<file path="config.mk">
export PLATFORM = sky130hd
export DESIGN_NAME = cs_window_filter
export DESIGN_NICKNAME = d
export VERILOG_FILES = /design/src/rtl/cs_window_filter.sv
export SDC_FILE = /design/constraint.sdc
export NUM_CORES = 1
export LEC_CHECK = 0
export ABC_AREA = 0
export BUFFER_PORTS_ARGS = -buffer_cell sky130_fd_sc_hd__clkbuf_2
export CAP_MARGIN = 20
export CORE_AREA = 2 2 103 180
export CTS_BUF_LIST = sky130_fd_sc_hd__clkbuf_16
export DETAILED_ROUTE_END_ITERATION = 6
export DIE_AREA = 0 0 105 182
export GPL_ROUTABILITY_DRIVEN = 0
export MAX_ROUTING_LAYER = met4
export PLACE_DENSITY = 0.85
export SLEW_MARGIN = 40
export SYNTH_ARGS = -nofsm -noshare
export SYNTH_HDL_FRONTEND = slang
export SYNTH_SLANG_ARGS = --single-unit
</file>
<file path="constraint.sdc">
create_clock -name clk -period 30.5 [get_ports clk]
set_clock_uncertainty 0.05 [all_clocks]
set_input_delay 4.575 -clock clk [delete_from_list [all_inputs] [get_ports clk]]
set_output_delay 4.575 -clock clk [all_outputs]
set_load 0.01 [all_outputs]
</file>
<file path="src/rtl/cs_window_filter.sv">
// Sliding-window CS filter: keeps the last DEPTH samples and emits a CS approximation or a plain average.
// Optional synchronous window flush is enabled by defining CS_FLUSH_EN.
module cs_window_filter #(
  parameter int unsigned DATA_W = 8,
  parameter int unsigned DEPTH  = 9
) (
  input  logic              clk,
  input  logic              reset,
`ifdef CS_FLUSH_EN
  input  logic              flush,
`endif
  input  logic              in_valid,
  input  logic [DATA_W-1:0] X,
  input  logic              mode,
  output logic              out_valid,
  output logic [DATA_W+1:0] Y,
  output logic              win_full
);

  localparam int unsigned SUM_W = DATA_W + $clog2(DEPTH);
  localparam int unsigned OUT_W = DATA_W + 2;
  localparam int unsigned SH    = $clog2(DEPTH - 1);
  localparam int unsigned CNT_W = $clog2(DEPTH + 1);
  localparam int unsigned ACC_W = SUM_W + 1;

  if (DEPTH != 3 && DEPTH != 5 && DEPTH != 9 && DEPTH != 17) begin : g_bad_depth
    $error("cs_window_filter: DEPTH must be 3, 5, 9 or 17");
  end

  typedef enum logic {FILL, RUN} state_t;

  state_t              state;
  logic [DATA_W-1:0]   win [DEPTH];
  logic [SUM_W-1:0]    sum;
  logic [CNT_W-1:0]    count;
  logic                mode_r;
  logic                pending;
  logic                flush_req;
  logic                accept;
  logic                full_after;
  logic [SUM_W-1:0]    avg;
  logic [DATA_W-1:0]   xappr;
  logic [ACC_W-1:0]    acc;
  logic [OUT_W-1:0]    y_cs;
  logic [OUT_W-1:0]    y_avg;

`ifdef CS_FLUSH_EN
  assign flush_req = flush;
`else
  assign flush_req = 1'b0;
`endif

  assign accept     = in_valid && !flush_req;
  assign full_after = (state == RUN) || (count == CNT_W'(DEPTH - 1));
  assign win_full   = (state == RUN);

  // Xappr: largest window sample not above the floor average; min <= avg guarantees a hit.
  always_comb begin
    avg   = sum / SUM_W'(DEPTH);
    xappr = '0;
    for (int unsigned i = 0; i < DEPTH; i++) begin
      if (SUM_W'(win[i]) <= avg && win[i] > xappr)
        xappr = win[i];
    end
    acc   = ACC_W'(DEPTH) * ACC_W'(xappr) + ACC_W'(sum);
    y_cs  = OUT_W'(acc >> SH);
    y_avg = OUT_W'(avg);
  end

  // Result for the sample accepted at edge k is formed at edge k+1 from the already-updated window.
  always_ff @(posedge clk or negedge reset) begin
    if (!reset) begin
      state     <= FILL;
      sum       <= '0;
      count     <= '0;
      mode_r    <= 1'b0;
      pending   <= 1'b0;
      out_valid <= 1'b0;
      Y         <= '0;
      for (int unsigned i = 0; i < DEPTH; i++) win[i] <= '0;
    end else begin
      out_valid <= pending;
      if (pending)
        Y <= mode_r ? y_avg : y_cs;

      if (flush_req) begin
        state   <= FILL;
        sum     <= '0;
        count   <= '0;
        pending <= 1'b0;
        for (int unsigned i = 0; i < DEPTH; i++) win[i] <= '0;
      end else begin
        pending <= accept && full_after;
        if (accept) begin
          win[0] <= X;
          for (int unsigned i = DEPTH - 1; i > 0; i--) win[i] <= win[i-1];
          sum    <= sum - SUM_W'(win[DEPTH-1]) + SUM_W'(X);
          mode_r <= mode;
          if (state == FILL) begin
            count <= count + CNT_W'(1);
            if (count == CNT_W'(DEPTH - 1))
              state <= RUN;
          end
        end
      end
    end
  end

endmodule
</file>
==> results of run 1 <==
state kept, by name (all words and copies together), names as in the netlist:
signal     cells
win_full       1
out_valid      1
count          4
win           72
mode_r         1
Y             10
sum           12
pending        1
cell type report:
type / count / area, µm²
Sequential cell: 102 / 2550
Fill cell: 1422 / 5750
Multi-Input combinational cell: 1048 / 8180
Tap cell: 234 / 293
Clock inverter: 7 / 41.3
Timing Repair Buffer: 35 / 214
Inverter: 125 / 469
Clock buffer: 9 / 225
final timing paths:
path	from	end	slack (ns)	cells after the start
setup / recovery	sum[9]$_DFFE_PN0P_	Y[7]$_DFFE_PN0P_	2.44	123
hold / removal	win[16]$_DFFE_PN0P_	win[8]$_DFFE_PN0P_	0.43	2
setup reg to reg	sum[9]$_DFFE_PN0P_	Y[7]$_DFFE_PN0P_	2.44	123
hold reg to reg	win[16]$_DFFE_PN0P_	win[8]$_DFFE_PN0P_	0.43	2
max in group asynchronous	reset	win[31]$_DFFE_PN0P_	25.27	2
min in group asynchronous	reset	win_full$_DFFE_PN0P_	4.06	1
per-stage QoR:
| stage | area (µm²) | cells | hold WS (ns) | util | worst slack [ns] |
|---|---|---|---|---|---|
| after floorplan | 11300 | 1311 | 0.302 | - | 5.71 |
| after detailed placement | 11700 | 1538 | 0.421 | 0.658 | 2.30 |
| final | 12000 | 1560 | 0.426 | 0.676 | 2.44 |
| after global routing | 12000 | 1560 | 0.456 | 0.676 | 0.415 |
| after CTS | 11900 | 1554 | 0.435 | 0.673 | 2.08 |
| after global placement | 11600 | 1538 | 0.412 | 0.657 | 2.87 |
routing by layer:
| layer | global-route usage | part of all wire |
|---|---|---|
| met1 | 0.331 | 0.33 |
| met2 | 0.605 | 0.50 |
| met3 | 0.0431 | 0.050 |
| met4 | 0.361 | 0.12 |
| met5 | - | 0 |
cell usage after synthesis (all sizes together), types with 25 or more instances:
master and instances:
ha 165, nor2 68, clkbuf 28, xnor2 29, inv 124, mux2 70, mux2i 30, a21o 25
nand3 50, a21oi 82, dfrtp 102, nand2 113, o21ai 105
worst max-delay path: cells and delay by family (launching register included):
kind | cells | cell delay, ns
flops | 1 | 0.49
mux | 8 | 2.61
fa+ha+maj | 14 | 4.07
simple gates | 33 | 6.14
compound gates | 57 | 12.64
xor+xnor | 2 | 0.66
buf+inv | 9 | 1.27
timing repair:
action / in CTS / in global routing
gates resized for setup: 0 / 1
buffers inserted: 0 / 6
setup endpoints to repair: 0 / 9
logic make-up after synthesis:
kind of cell / after synthesis / share of synthesized area
compound gates: 360 / 0.220
flops: 102 / 0.225
buf+inv: 161 / 0.0547
mux: 100 / 0.0974
fa+ha+maj: 178 / 0.205
simple gates: 371 / 0.166
xor+xnor: 39 / 0.0314
==> results.yml, run 1 <==
clock_tree:
  cts_tree: "yes"
  clockBufferDepth: 2
  clock_latency_ns: 0.37
  clock_sinks: 102
  clock-root-buffer: "clkbuf_16"
  clk_transition_reported_paths_ns: 0.08
  numCtsBuffers: 9
  ctsHoldBuffers: 0
  cts_max_level: 3
yosys:
  netlist_instances: 1311
  synth.distinct_cells: 103
  synthArstFlopShare: 1.00
  ys_top_cells_by_area: "dfrtp_1 (23%), ha_1 (18%), mux2_2 (6.9%)"
  synth_top_area_cell: "dfrtp_1"
  yosysTopAreaCellShare: 0.225
  syn-num-nets: 1501
  syn_area_um2: 11300
  syn_area_per_cell_um2: 8.65
  yosysSeqAreaShare: 0.225
  ys_dominant_reg_cell: "dfrtp_1"
  ys_warn_count: 0
  synth-seq-cells: 102
  synth-edff-count: 0
floorplan:
  rows: 65
  fp.dieArea_um2: 19100
  core_region_area_um2: 17700
  die_w_um: 105
  start_util: 0.640
  io_pins: 24
  dieHeight_um: 182
status:
  outcome: "complete, no violations"
route:
  drt-initial-drc-count: 775
  dr_total_vias: 10500
  vias_per_cell: 6.76
  wire_per_inst_um: 20.8
  dr.pass1.iters: 7
  ant_nets: 0
  post-route-drc-count: 0
  drt_wl_total_um: 32400
critical_path:
  required_ns: 30.70
  start_kind: "flop"
  cpMaxStageDelayCell: "and4bb_4"
  endpoint_kind: "flop"
  crit_fanout: 30
  critPathArrivalTime_ns: 28.26
  critical_path_class: "reg2reg"
  slowest_delay_ns: 0.66
global_routing:
  grt_max_degree: 78
  antenna_found_initial: 0
  grt_remaining_overflow: 0
  grt_pass1_vias: 10700
  grt_pass1_wl_um: 52200
  grt_usage: 0.355
sta:
  finalMaxSlewViolations: 0
  min_period_over_period: 0.920
  rsz0062_at_grt: "false"
  finalHoldViolCount: 0
  finalSetupViolCount: 0
  final.min_clock_period_ns: 28.06
  relSlewSlack: 0.455
  worstMarginPinSlew_ns: 0.807
  max_freq_mhz: 35.6
  totalNegativeSetupSlack_ns: 0
layout:
  drive_gt1_frac: 0.131
  finalNetCount: 1511
  layout_commonest_cell: "ha_1"
  area_growth_pct: 5.59
  diodes: 0
  layout_common_cells: "ha_1 (165), inv_1 (125), nand2_1 (113)"
placement:
  hpwl_um: 24700
  io_buffers: 23
run:
  drv_cap: 0
hold_path:
  min_path_type: "reg2reg"
Power of run 1 is left out: the tool's default activity adds up to more than one toggle a clock period on the data nets, which glitch-free logic cannot reach.
==> run 2, diff against run 1 <==
--- a/config.mk
+++ b/config.mk
@@ -9,7 +9,6 @@
 export BUFFER_PORTS_ARGS = -buffer_cell sky130_fd_sc_hd__clkbuf_2
 export CAP_MARGIN = 20
 export CORE_AREA = 2 2 103 180
-export CTS_BUF_LIST = sky130_fd_sc_hd__clkbuf_16
 export DETAILED_ROUTE_END_ITERATION = 6
 export DIE_AREA = 0 0 105 182
 export GPL_ROUTABILITY_DRIVEN = 0
==> results.yml, run 2 (synthesis results as in run 1) <==
clock_tree:
  clock_sinks: 102
  clockBufferDepth: 2
  numCtsBuffers: 9
  clk_transition_reported_paths_ns: 0.08
  ctsHoldBuffers: 0
  clock_latency_ns: 0.37
  cts_max_level: 3
  clock-root-buffer: "clkbuf_16"
  cts_tree: "yes"
hold_path:
  hp-start: "win[16]$_DFFE_PN0P_"
  min_path_type: "reg2reg"
layout:
  final_core_util: 0.676
  top_regs: "win x72, sum x12, Y x10"
  layout_commonest_cell: "ha_1"
  area_growth_pct: 5.68
  regMostFlops: "win"
  layout_common_cells: "ha_1 (165), inv_1 (123), nand2_1 (113)"
  diodes: 0
  largest_reg_flops: 72
  drive_gt1_frac: 0.132
  finalNetCount: 1511
sta:
  hold_ws_ns: 0.426
  worstMarginPinSlew_ns: 0.839
  finalHoldViolCount: 0
  max_freq_mhz: 35.5
  relSlewSlack: 0.433
  min_period_over_period: 0.924
  rsz0062_at_grt: "false"
  finalMaxSlewViolations: 0
  final.min_clock_period_ns: 28.20
  totalNegativeSetupSlack_ns: 0
  finalSetupViolCount: 0
route:
  drt_wl_total_um: 32300
  dr_total_vias: 10600
  drt-initial-drc-count: 791
  dr.pass1.iters: 6
  wire_per_inst_um: 20.7
  post-route-drc-count: 0
  ant_nets: 0
  vias_per_cell: 6.79
critical_path:
  required_ns: 30.70
  crit_fanout: 30
  crit-reg2reg-launch: "sum[9]$_DFFE_PN0P_"
  endpoint_kind: "flop"
  critical_path_class: "reg2reg"
  cpMaxStageDelayCell: "and4bb_4"
  critPathArrivalTime_ns: 28.40
  crit_start: "sum[9]$_DFFE_PN0P_"
  start_kind: "flop"
  slowest_delay_ns: 0.65
global_routing:
  grt_pass1_wl_um: 52300
  antenna_found_initial: 0
  grt_remaining_overflow: 0
  grt_max_degree: 78
  grt_usage: 0.355
  grt_pass1_vias: 10700
floorplan:
  io_pins: 24
  die_w_um: 105
  start_util: 0.640
  fp.dieArea_um2: 19100
  rows: 65
  dieHeight_um: 182
  core_region_area_um2: 17700
placement:
  hpwl_um: 24700
  io_buffers: 23
status:
  outcome: "complete, no violations"
run:
  drv_cap: 0
run 2: final cells by class:
cell class	count	area [µm²]
Clock buffer	12	246
Clock inverter	4	30.0
Fill cell	1422	5740
Sequential cell	102	2550
Multi-Input combinational cell	1048	8180
Inverter	125	469
Timing Repair Buffer	35	214
Tap cell	234	293
run 2: metrics by stage:
| stage | cell area, µm² | setup WS (ns) | std cells |
|---|---|---|---|
| after detailed placement | 11700 | 2.30 | 1538 |
| after CTS | 11900 | 2.09 | 1554 |
| after floorplan | 11300 | 5.71 | 1311 |
| after global placement | 11600 | 2.87 | 1538 |
| final | 12000 | 2.30 | 1560 |
| after global routing | 12000 | 0.297 | 1560 |
run 2: what timing repair did:
| item | CTS | global route |
|---|---|---|
| setup buffers | 0 | 6 |
| gates resized for setup | 0 | 1 |
| endpoints found under the setup margin | 0 | 9 |
run 2: path summary, 6_finish.rpt:
check	endpoint	slack (ns)	cells after the start
min in group asynchronous	win_full$_DFFE_PN0P_	4.06	1
setup / recovery	Y[7]$_DFFE_PN0P_	2.30	123
max in group asynchronous	win[31]$_DFFE_PN0P_	25.26	2
hold reg to reg	win[8]$_DFFE_PN0P_	0.43	2
setup reg to reg	Y[7]$_DFFE_PN0P_	2.30	123
hold / removal	win[8]$_DFFE_PN0P_	0.43	2
run 2: worst max-delay path: cells and delay by family, from the launching register on:
family	cells	cell delay, ns
AO/OA/AOI/OAI	57	12.77
AND/OR/NAND/NOR	33	6.12
adder cells (fa/ha/maj)	14	4.06
multiplexers	8	2.65
buffers and inverters	9	1.25
XOR/XNOR	2	0.65
flip-flops	1	0.49
run 2: per-layer routing:
metal,track usage,up-vias,share of wire
met3,0.0395,262,0.052
li1,-,4820,-
met5,-,-,0
met4,0.355,0,0.12
met2,0.607,507,0.50
met1,0.334,4998,0.33
Power of run 2 is left out for the same reason.
